==> src/rtl/rand_target_picker_pkg.sv <==
`default_nettype none
// ============================================================================
// Module  : rand_target_picker_pkg
// Brief   : Shared game constants: picker FSM encoding, grid defaults, sizing.
// Revision: 1.0 - initial release
// ============================================================================
package rand_target_picker_pkg;

    localparam logic [1:0] STATE_IDLE   = 2'd0;
    localparam logic [1:0] STATE_SAMPLE = 2'd1;
    localparam logic [1:0] STATE_HOLD   = 2'd2;

    typedef enum logic [1:0] {
        ST_IDLE   = STATE_IDLE,
        ST_SAMPLE = STATE_SAMPLE,
        ST_HOLD   = STATE_HOLD
    } picker_state_t;

    // Default 3x3 target grid
    localparam int GRID_RANGE  = 9;
    localparam int GRID_PICK_W = 4;

    // Bits needed to hold values 0..value-1 (minimum 1)
    function automatic int clog2_f(input int value);
        int width;
        width = 1;
        for (int i = 1; i < 31; i++) begin
            if ((1 << i) < value) begin
                width = i + 1;
            end
        end
        return width;
    endfunction

endpackage
`default_nettype wire

==> src/rtl/rand_target_picker_if.sv <==
`default_nettype none
// ============================================================================
// Module  : rand_target_picker_if
// Brief   : Random feed, request and pick valid/ready handshake bundle.
// Revision: 1.0 - initial release
// ============================================================================
interface rand_target_picker_if
    import rand_target_picker_pkg::*;
#(
    parameter int PICK_W = GRID_PICK_W
);
    logic [15:0]       random;
    logic              req;
    logic              pick_valid;
    logic              pick_ready;
    logic [PICK_W-1:0] pick;
    logic              fallback;
    logic              busy;

    modport master (
        input  random, req, pick_ready,
        output pick_valid, pick, fallback, busy
    );

    modport slave (
        output random, req, pick_ready,
        input  pick_valid, pick, fallback, busy
    );
endinterface
`default_nettype wire

==> src/rtl/rand_target_picker.sv <==
`default_nettype none
// ============================================================================
// Module  : rand_target_picker
// Brief   : Rejection-sampled uniform target index from an LFSR word, with
//           optional no-repeat and a deterministic fallback after MAX_TRIES.
// Revision: 1.0 - initial release
// ============================================================================
module rand_target_picker
    import rand_target_picker_pkg::*;
#(
    parameter int RANGE     = GRID_RANGE,
    parameter int PICK_W    = GRID_PICK_W,
    parameter int MAX_TRIES = 8,
    parameter int NO_REPEAT = 1
) (
    input  wire logic              system_clk,
    input  wire logic              rst,
    rand_target_picker_if.master   bus
);

    localparam int                TRY_W     = clog2_f(MAX_TRIES + 1);
    localparam logic [TRY_W-1:0]  TRY_LIMIT = TRY_W'(MAX_TRIES);
    localparam logic [PICK_W:0]   RANGE_EXT = (PICK_W+1)'(RANGE);
    localparam logic [PICK_W-1:0] LAST_IDX  = PICK_W'(RANGE - 1);

    picker_state_t     r_state, w_state_nxt;
    logic [TRY_W-1:0]  r_tries, w_tries_nxt;
    logic [PICK_W-1:0] r_pick, w_pick_nxt;
    logic              r_fallback, w_fallback_nxt;
    logic [PICK_W-1:0] r_last_pick, w_last_pick_nxt;
    logic              r_last_valid, w_last_valid_nxt;

    logic [PICK_W-1:0] w_cand;
    logic [PICK_W-1:0] w_fb_pick;
    logic              w_in_range;
    logic              w_is_repeat;
    logic              w_accept;
    logic              w_unused_random;

    assign w_cand          = bus.random[PICK_W-1:0];
    assign w_unused_random = ^bus.random[15:PICK_W];

    // Extra bit lets RANGE equal 2^PICK_W, where every candidate is legal
    assign w_in_range  = ({1'b0, w_cand} < RANGE_EXT);
    assign w_is_repeat = (NO_REPEAT != 0) && r_last_valid && (w_cand == r_last_pick);
    assign w_accept    = w_in_range && !w_is_repeat;
    assign w_fb_pick   = !r_last_valid             ? '0 :
                         (r_last_pick == LAST_IDX) ? '0 : r_last_pick + 1'b1;

    always_comb begin
        w_state_nxt      = r_state;
        w_tries_nxt      = r_tries;
        w_pick_nxt       = r_pick;
        w_fallback_nxt   = r_fallback;
        w_last_pick_nxt  = r_last_pick;
        w_last_valid_nxt = r_last_valid;
        case (r_state)
            ST_IDLE: begin
                if (bus.req) begin
                    w_state_nxt = ST_SAMPLE;
                    w_tries_nxt = '0;
                end
            end
            ST_SAMPLE: begin
                if (r_tries == TRY_LIMIT) begin
                    w_pick_nxt     = w_fb_pick;
                    w_fallback_nxt = 1'b1;
                    w_state_nxt    = ST_HOLD;
                end else if (w_accept) begin
                    w_pick_nxt     = w_cand;
                    w_fallback_nxt = 1'b0;
                    w_state_nxt    = ST_HOLD;
                end else begin
                    w_tries_nxt = r_tries + 1'b1;
                end
            end
            ST_HOLD: begin
                if (bus.pick_ready) begin
                    w_last_pick_nxt  = r_pick;
                    w_last_valid_nxt = 1'b1;
                    w_state_nxt      = ST_IDLE;
                end
            end
            default: begin
                w_state_nxt = ST_IDLE;
            end
        endcase
    end

    always_ff @(posedge system_clk) begin
        if (rst) begin
            r_state      <= ST_IDLE;
            r_tries      <= '0;
            r_pick       <= '0;
            r_fallback   <= 1'b0;
            r_last_pick  <= '0;
            r_last_valid <= 1'b0;
        end else begin
            r_state      <= w_state_nxt;
            r_tries      <= w_tries_nxt;
            r_pick       <= w_pick_nxt;
            r_fallback   <= w_fallback_nxt;
            r_last_pick  <= w_last_pick_nxt;
            r_last_valid <= w_last_valid_nxt;
        end
    end

    assign bus.pick_valid = (r_state == ST_HOLD);
    assign bus.busy       = (r_state != ST_IDLE);
    assign bus.pick       = r_pick;
    assign bus.fallback   = r_fallback;

endmodule
`default_nettype wire

==> src/flat_wrapper.sv <==
// flat-port wrapper written by rule: the top's interface ports become plain ports
module rand_target_picker_flat import rand_target_picker_pkg::*;
#(
    parameter int RANGE     = GRID_RANGE,
    parameter int PICK_W    = GRID_PICK_W,
    parameter int MAX_TRIES = 8,
    parameter int NO_REPEAT = 1
)
  (system_clk, rst, bus_random, bus_req, bus_pick_ready, bus_pick_valid, bus_pick, bus_fallback, bus_busy);
  rand_target_picker_if #(.PICK_W(PICK_W)) bus_i ();
  input  wire logic system_clk;
  input  wire logic rst;
  input wire logic [$bits(bus_i.random)-1:0] bus_random;
  input wire logic [$bits(bus_i.req)-1:0] bus_req;
  input wire logic [$bits(bus_i.pick_ready)-1:0] bus_pick_ready;
  output wire logic [$bits(bus_i.pick_valid)-1:0] bus_pick_valid;
  output wire logic [$bits(bus_i.pick)-1:0] bus_pick;
  output wire logic [$bits(bus_i.fallback)-1:0] bus_fallback;
  output wire logic [$bits(bus_i.busy)-1:0] bus_busy;
  assign bus_i.random = bus_random;
  assign bus_i.req = bus_req;
  assign bus_i.pick_ready = bus_pick_ready;
  assign bus_pick_valid = bus_i.pick_valid;
  assign bus_pick = bus_i.pick;
  assign bus_fallback = bus_i.fallback;
  assign bus_busy = bus_i.busy;
  rand_target_picker #(.RANGE(RANGE), .PICK_W(PICK_W), .MAX_TRIES(MAX_TRIES), .NO_REPEAT(NO_REPEAT)) u_core (.system_clk(system_clk), .rst(rst), .bus(bus_i));
endmodule
==> config.mk <==
export PLATFORM = sky130hd
export DESIGN_NAME = rand_target_picker_flat
export DESIGN_NICKNAME = d
export VERILOG_FILES = /design/src/rtl/rand_target_picker_pkg.sv /design/src/rtl/rand_target_picker_if.sv /design/src/rtl/rand_target_picker.sv /design/src/flat_wrapper.sv
export SDC_FILE = /design/constraint.sdc
export NUM_CORES = 1
export LEC_CHECK = 0
export ABC_CLOCK_PERIOD_IN_PS = 2000
export CAP_MARGIN = 30
export CORE_ASPECT_RATIO = 0.6
export CORE_MARGIN = 5
export CORE_UTILIZATION = 41
export CTS_CLUSTER_DIAMETER = 150
export CTS_CLUSTER_SIZE = 24
export DETAILED_ROUTE_END_ITERATION = 12
export GPL_TIMING_DRIVEN = 0
export PLACE_DENSITY = 0.8
export SLEW_MARGIN = 20
export SYNTH_ARGS = -nofsm -noshare
export SYNTH_HDL_FRONTEND = slang
export SYNTH_SLANG_ARGS = --single-unit
==> constraint.sdc <==
create_clock -name system_clk -period 2 [get_ports system_clk]
set_clock_uncertainty 0.15 [all_clocks]
set_input_delay 0.3 -clock system_clk [delete_from_list [all_inputs] [get_ports system_clk]]
set_output_delay 0.3 -clock system_clk [all_outputs]
set_load 0.02 [all_outputs]
==> results by group <==
Run status
  – Outcome: complete, no violations

Timing
  – Worst-Margin Slew: 0.476 ns
  – Final Max Slew Viols: 0
  – Post-layout min period: 1.96 ns
  – Fin. Hold Viols: 0
  – Slew margin rel.: 68.2%
  – Setup ws final: 0.0397 ns
  – Fmax: 510 MHz
  – Final Cycle Share: 98.0%
  – Final Setup Violations: 0

Worst setup path
  – CP endpoint kind: output pin
  – Critical Path RT: 1.55 ns
  – CP max stage delay: 0.54 ns
  – Critical Path AT: 1.51 ns
  – Largest delay share family, worst path: buffers and inverters
  – WP buf/inv: 1
  – Crit path launch type: flip-flop
  – Cells on worst reg2reg path: 9
  – CP Cell Sequence: or2_2 -> clkdlybuf4s50_1
  – Crit path kind: flip-flop to output pin
  – Maximum fanout along the worst path: 8
  – FF-to-FF End: u_core.r_state[0]$_SDFFE_PP0P_
  – Reg-to-reg startpoint: u_core.r_tries[1]$_SDFFE_PP0P_
  – Slowest cell on crit path: clkdlybuf4s50_1
  – Worst R2R Setup Slack: 0.05 ns

Yosys
  – Post-synthesis instance area: 931 um2
  – Post-synth net total: 139
  – Synth Register Bits: 16
  – Synth unique cells: 35
  – Cells after Synth: 115
  – Ys Warns: 0
  – Seq/Total Area, Yosys: 34.4%
  – Synth Area per Inst: 8.09 um2

GRT
  – Largest net degree at the start of global routing: 11
  – Vias in the first global route: 888
  – Global-route wire length before repair: 4150 um
  – GRT Residual Overflow: 0
  – GRT Overall Usage: 16.3%
  – Initial antenna violation count: 0

Detailed routing
  – Top Metal Used: met4
  – Post-DRT Antenna Nets: 0
  – WL final: 2610 um
  – Routed wl met2: 1140 um
  – Routed length on met3: 159 um
  – Met1 WL: 1260 um
  – Wire per inst: 15.4 um
  – DRC: 0
  – Via count: 916
  – Initial DRC Count: 69
  – Initial DRT Pass Iterations: 4
  – Via-to-Cell Ratio: 5.42

Clock tree
  – H-tree levels: 1
  – Worst-path clk slew: 0.06 ns
  – Num CTS Buffers: 3
  – CTS Hold Bufs: 0
  – CTS tree: built
  – Later-pin clock latency in the skew report: 0.25 ns
  – Clock sink total: 16
  – CTS Root Cell: clkbuf_8
  – CTS max path bufs: 2

Power and ir drop
  – Lkg Pwr: 0.466 nW
  – Peak supply drop: 0.486 mV
  – Total power per unit cell area: 640 nW/um2

Place
  – Worst slack at placement: -0.213 ns
  – Buffers on Ports: 13
  – Dpl hpwl: 1790 um
  – GP Congestion: 0.931
  – Placed Cells: 158

Floorplanning
  – Core area: 2160 um2
  – Rows: 13
  – # IOs: 27
  – Die height: 46.9 um
  – Starting density of the core: 43.0%
  – Die X: 71.5 um
  – DIE AREA: 3350 um2

Finish
  – Register area: 328 um2
  – Area growth, synth to finish: 36.8%
  – Diode count: 0
  – Fillers: 196
  – Layout cells sized above 1: 21.6%
  – Cell Count, Final, Fillers Out: 169
  – Multi-input logic area: 619 um2
  – Final layout net count: 164

Worst hold path
  – HP Class: primary input to flip-flop
  – Hold_sp: rst
  – Hold Crit Depth: 2
  – Hold Path Sink: u_core.r_last_pick[0]$_SDFFE_PP0P_

Flow run
  – Max-cap viol count: 0
[worst register-to-register path, stage by stage, from the launching register on]
cell,delay (ns)
dfxtp_4,0.35
inv_1,0.08
ha_2,0.19
and3b_1,0.18
buf_6,0.13
nor3_1,0.06
a211oi_2,0.35
buf_4,0.20
buf_4,0.10
nor2_1,0.03
[cells in the mapped netlist]
cell type,number,area share [%]
dfxtp_1,16,34
nand2_1,13,5.2
a21oi_1,11,5.9
nor2_1,11,4.4
inv_1,7,2.8
nand3_1,7,3.8
xor2_1,5,4.7
a211oi_1,4,3.2
ha_1,4,5.4
o21ai_0,4,2.2
clkbuf_1,3,1.2
nand3b_1,3,2.4
a31oi_1,2,1.3
nand2b_1,2,1.3
nor2b_1,2,1.3
nor3_2,2,2.2
a211oi_2,1,1.3
a211oi_4,1,2.2
a21o_1,1,0.81
a21oi_2,1,0.94
a32oi_1,1,0.94
and3_1,1,0.67
and3b_1,1,0.94
buf_6,1,1.2
nand4_1,1,0.67
nand4b_1,1,0.94
nor3_1,1,0.54
nor3b_1,1,0.81
nor4_2,1,1.3
o21bai_1,1,0.81
o311ai_0,1,0.94
o311ai_1,1,0.94
o31ai_1,1,0.81
or2_1,1,0.67
or2_2,1,0.67
[per-stage QoR]
step                      total power, W  setup TNS [ns]  hold WS, ns  util [%]  cell area (um2)
final                           0.000815               0        0.284      58.9             1270
after global placement          0.000492          -0.777        0.314      50.8             1100
after detailed placement        0.000495           -1.41        0.327      50.8             1100
after floorplan                 0.000436               0        0.313         -              931
after CTS                       0.000784               0        0.263      54.0             1170
after global routing            0.000851          -0.125        0.317      58.9             1270
[cell families after synthesis]
kind of cell             Yosys count  share of synthesized area [%]
AO/OA/AOI/OAI                     30                           22.3
adder cells (fa/ha/maj)            4                           5.38
AND/OR/NAND/NOR                   49                           28.0
flip-flops                        16                           34.4
buffers and inverters             11                           5.24
XOR/XNOR                           5                           4.70
[cells in the final DEF (no fill, tap or decap), types with 6 or more instances in the layout]
cell type and instances:
a21oi_1 11, buf_4 7, clkdlybuf4s50_1 11, dfxtp_1 14, inv_1 6, nand2_1 12, nand3_1 7, nor2_1 11
[power by group]
group / switching (W) / internal (W)
registers: 0.0000170 / 0.000331
clock network: 0.000116 / 0.000175
logic: 0.0000968 / 0.0000790
[cell type report]
| cell class | instances | share of cell area (%) |
|---|---|---|
| well taps | 30 | 2.95 |
| repair buffers | 20 | 14.4 |
| plain buffers | 4 | 1.87 |
| multi-input cells | 88 | 48.6 |
| clock buffers | 4 | 4.32 |
| inverters | 7 | 2.06 |
| flip-flops and latches | 16 | 25.7 |
[how the worst max path moves through the flow]
| stage | start | end | slack [ns] | cells past startpoint |
|---|---|---|---|---|
| after floorplan | u_core.r_tries[0]$_SDFFE_PP0P_ | u_core.r_tries[1]$_SDFFE_PP0P_ | 0.11 | 8 |
| after global placement | bus_random[1] | u_core.bus.pick[3]$_SDFFE_PP0P_ | -0.17 | 6 |
| after detailed placement | bus_random[2] | u_core.bus.pick[3]$_SDFFE_PP0P_ | -0.21 | 6 |
| after CTS | u_core.r_tries[0]$_SDFFE_PP0P_ | u_core.r_tries[1]$_SDFFE_PP0P_ | 0.01 | 8 |
| after global routing | u_core.r_tries[1]$_SDFFE_PP0P_ | u_core.bus.pick[1]$_SDFFE_PP0P_ | -0.02 | 8 |
| final | u_core.r_state[0]$_SDFFE_PP0P_ | bus_busy | 0.04 | 2 |
[flip-flops by register name, summed over array words and instances, names as in the netlist]
signal and cells:
u_core.r_last_pick 4, u_core.r_state 2, u_core.r_last_valid 1, u_core.bus.fallback 1
u_core.r_tries 4, u_core.bus.pick 4
[timing repair]
item                       CTS  global route
pin swaps                    1             8
buffers inserted             1             6
hold endpoints to repair     0             0
setup endpoints to repair    7            10
gates resized for setup      4            15
[routing by layer]
metal / vias up / global-route usage, %
li1: 455 / -
met1: 427 / 21.5
met2: 28 / 25.7
met3: 6 / 5.34
met4: 0 / 5.24
met5: - / 0
No activity file was read; power rests on OpenSTA's default activity.
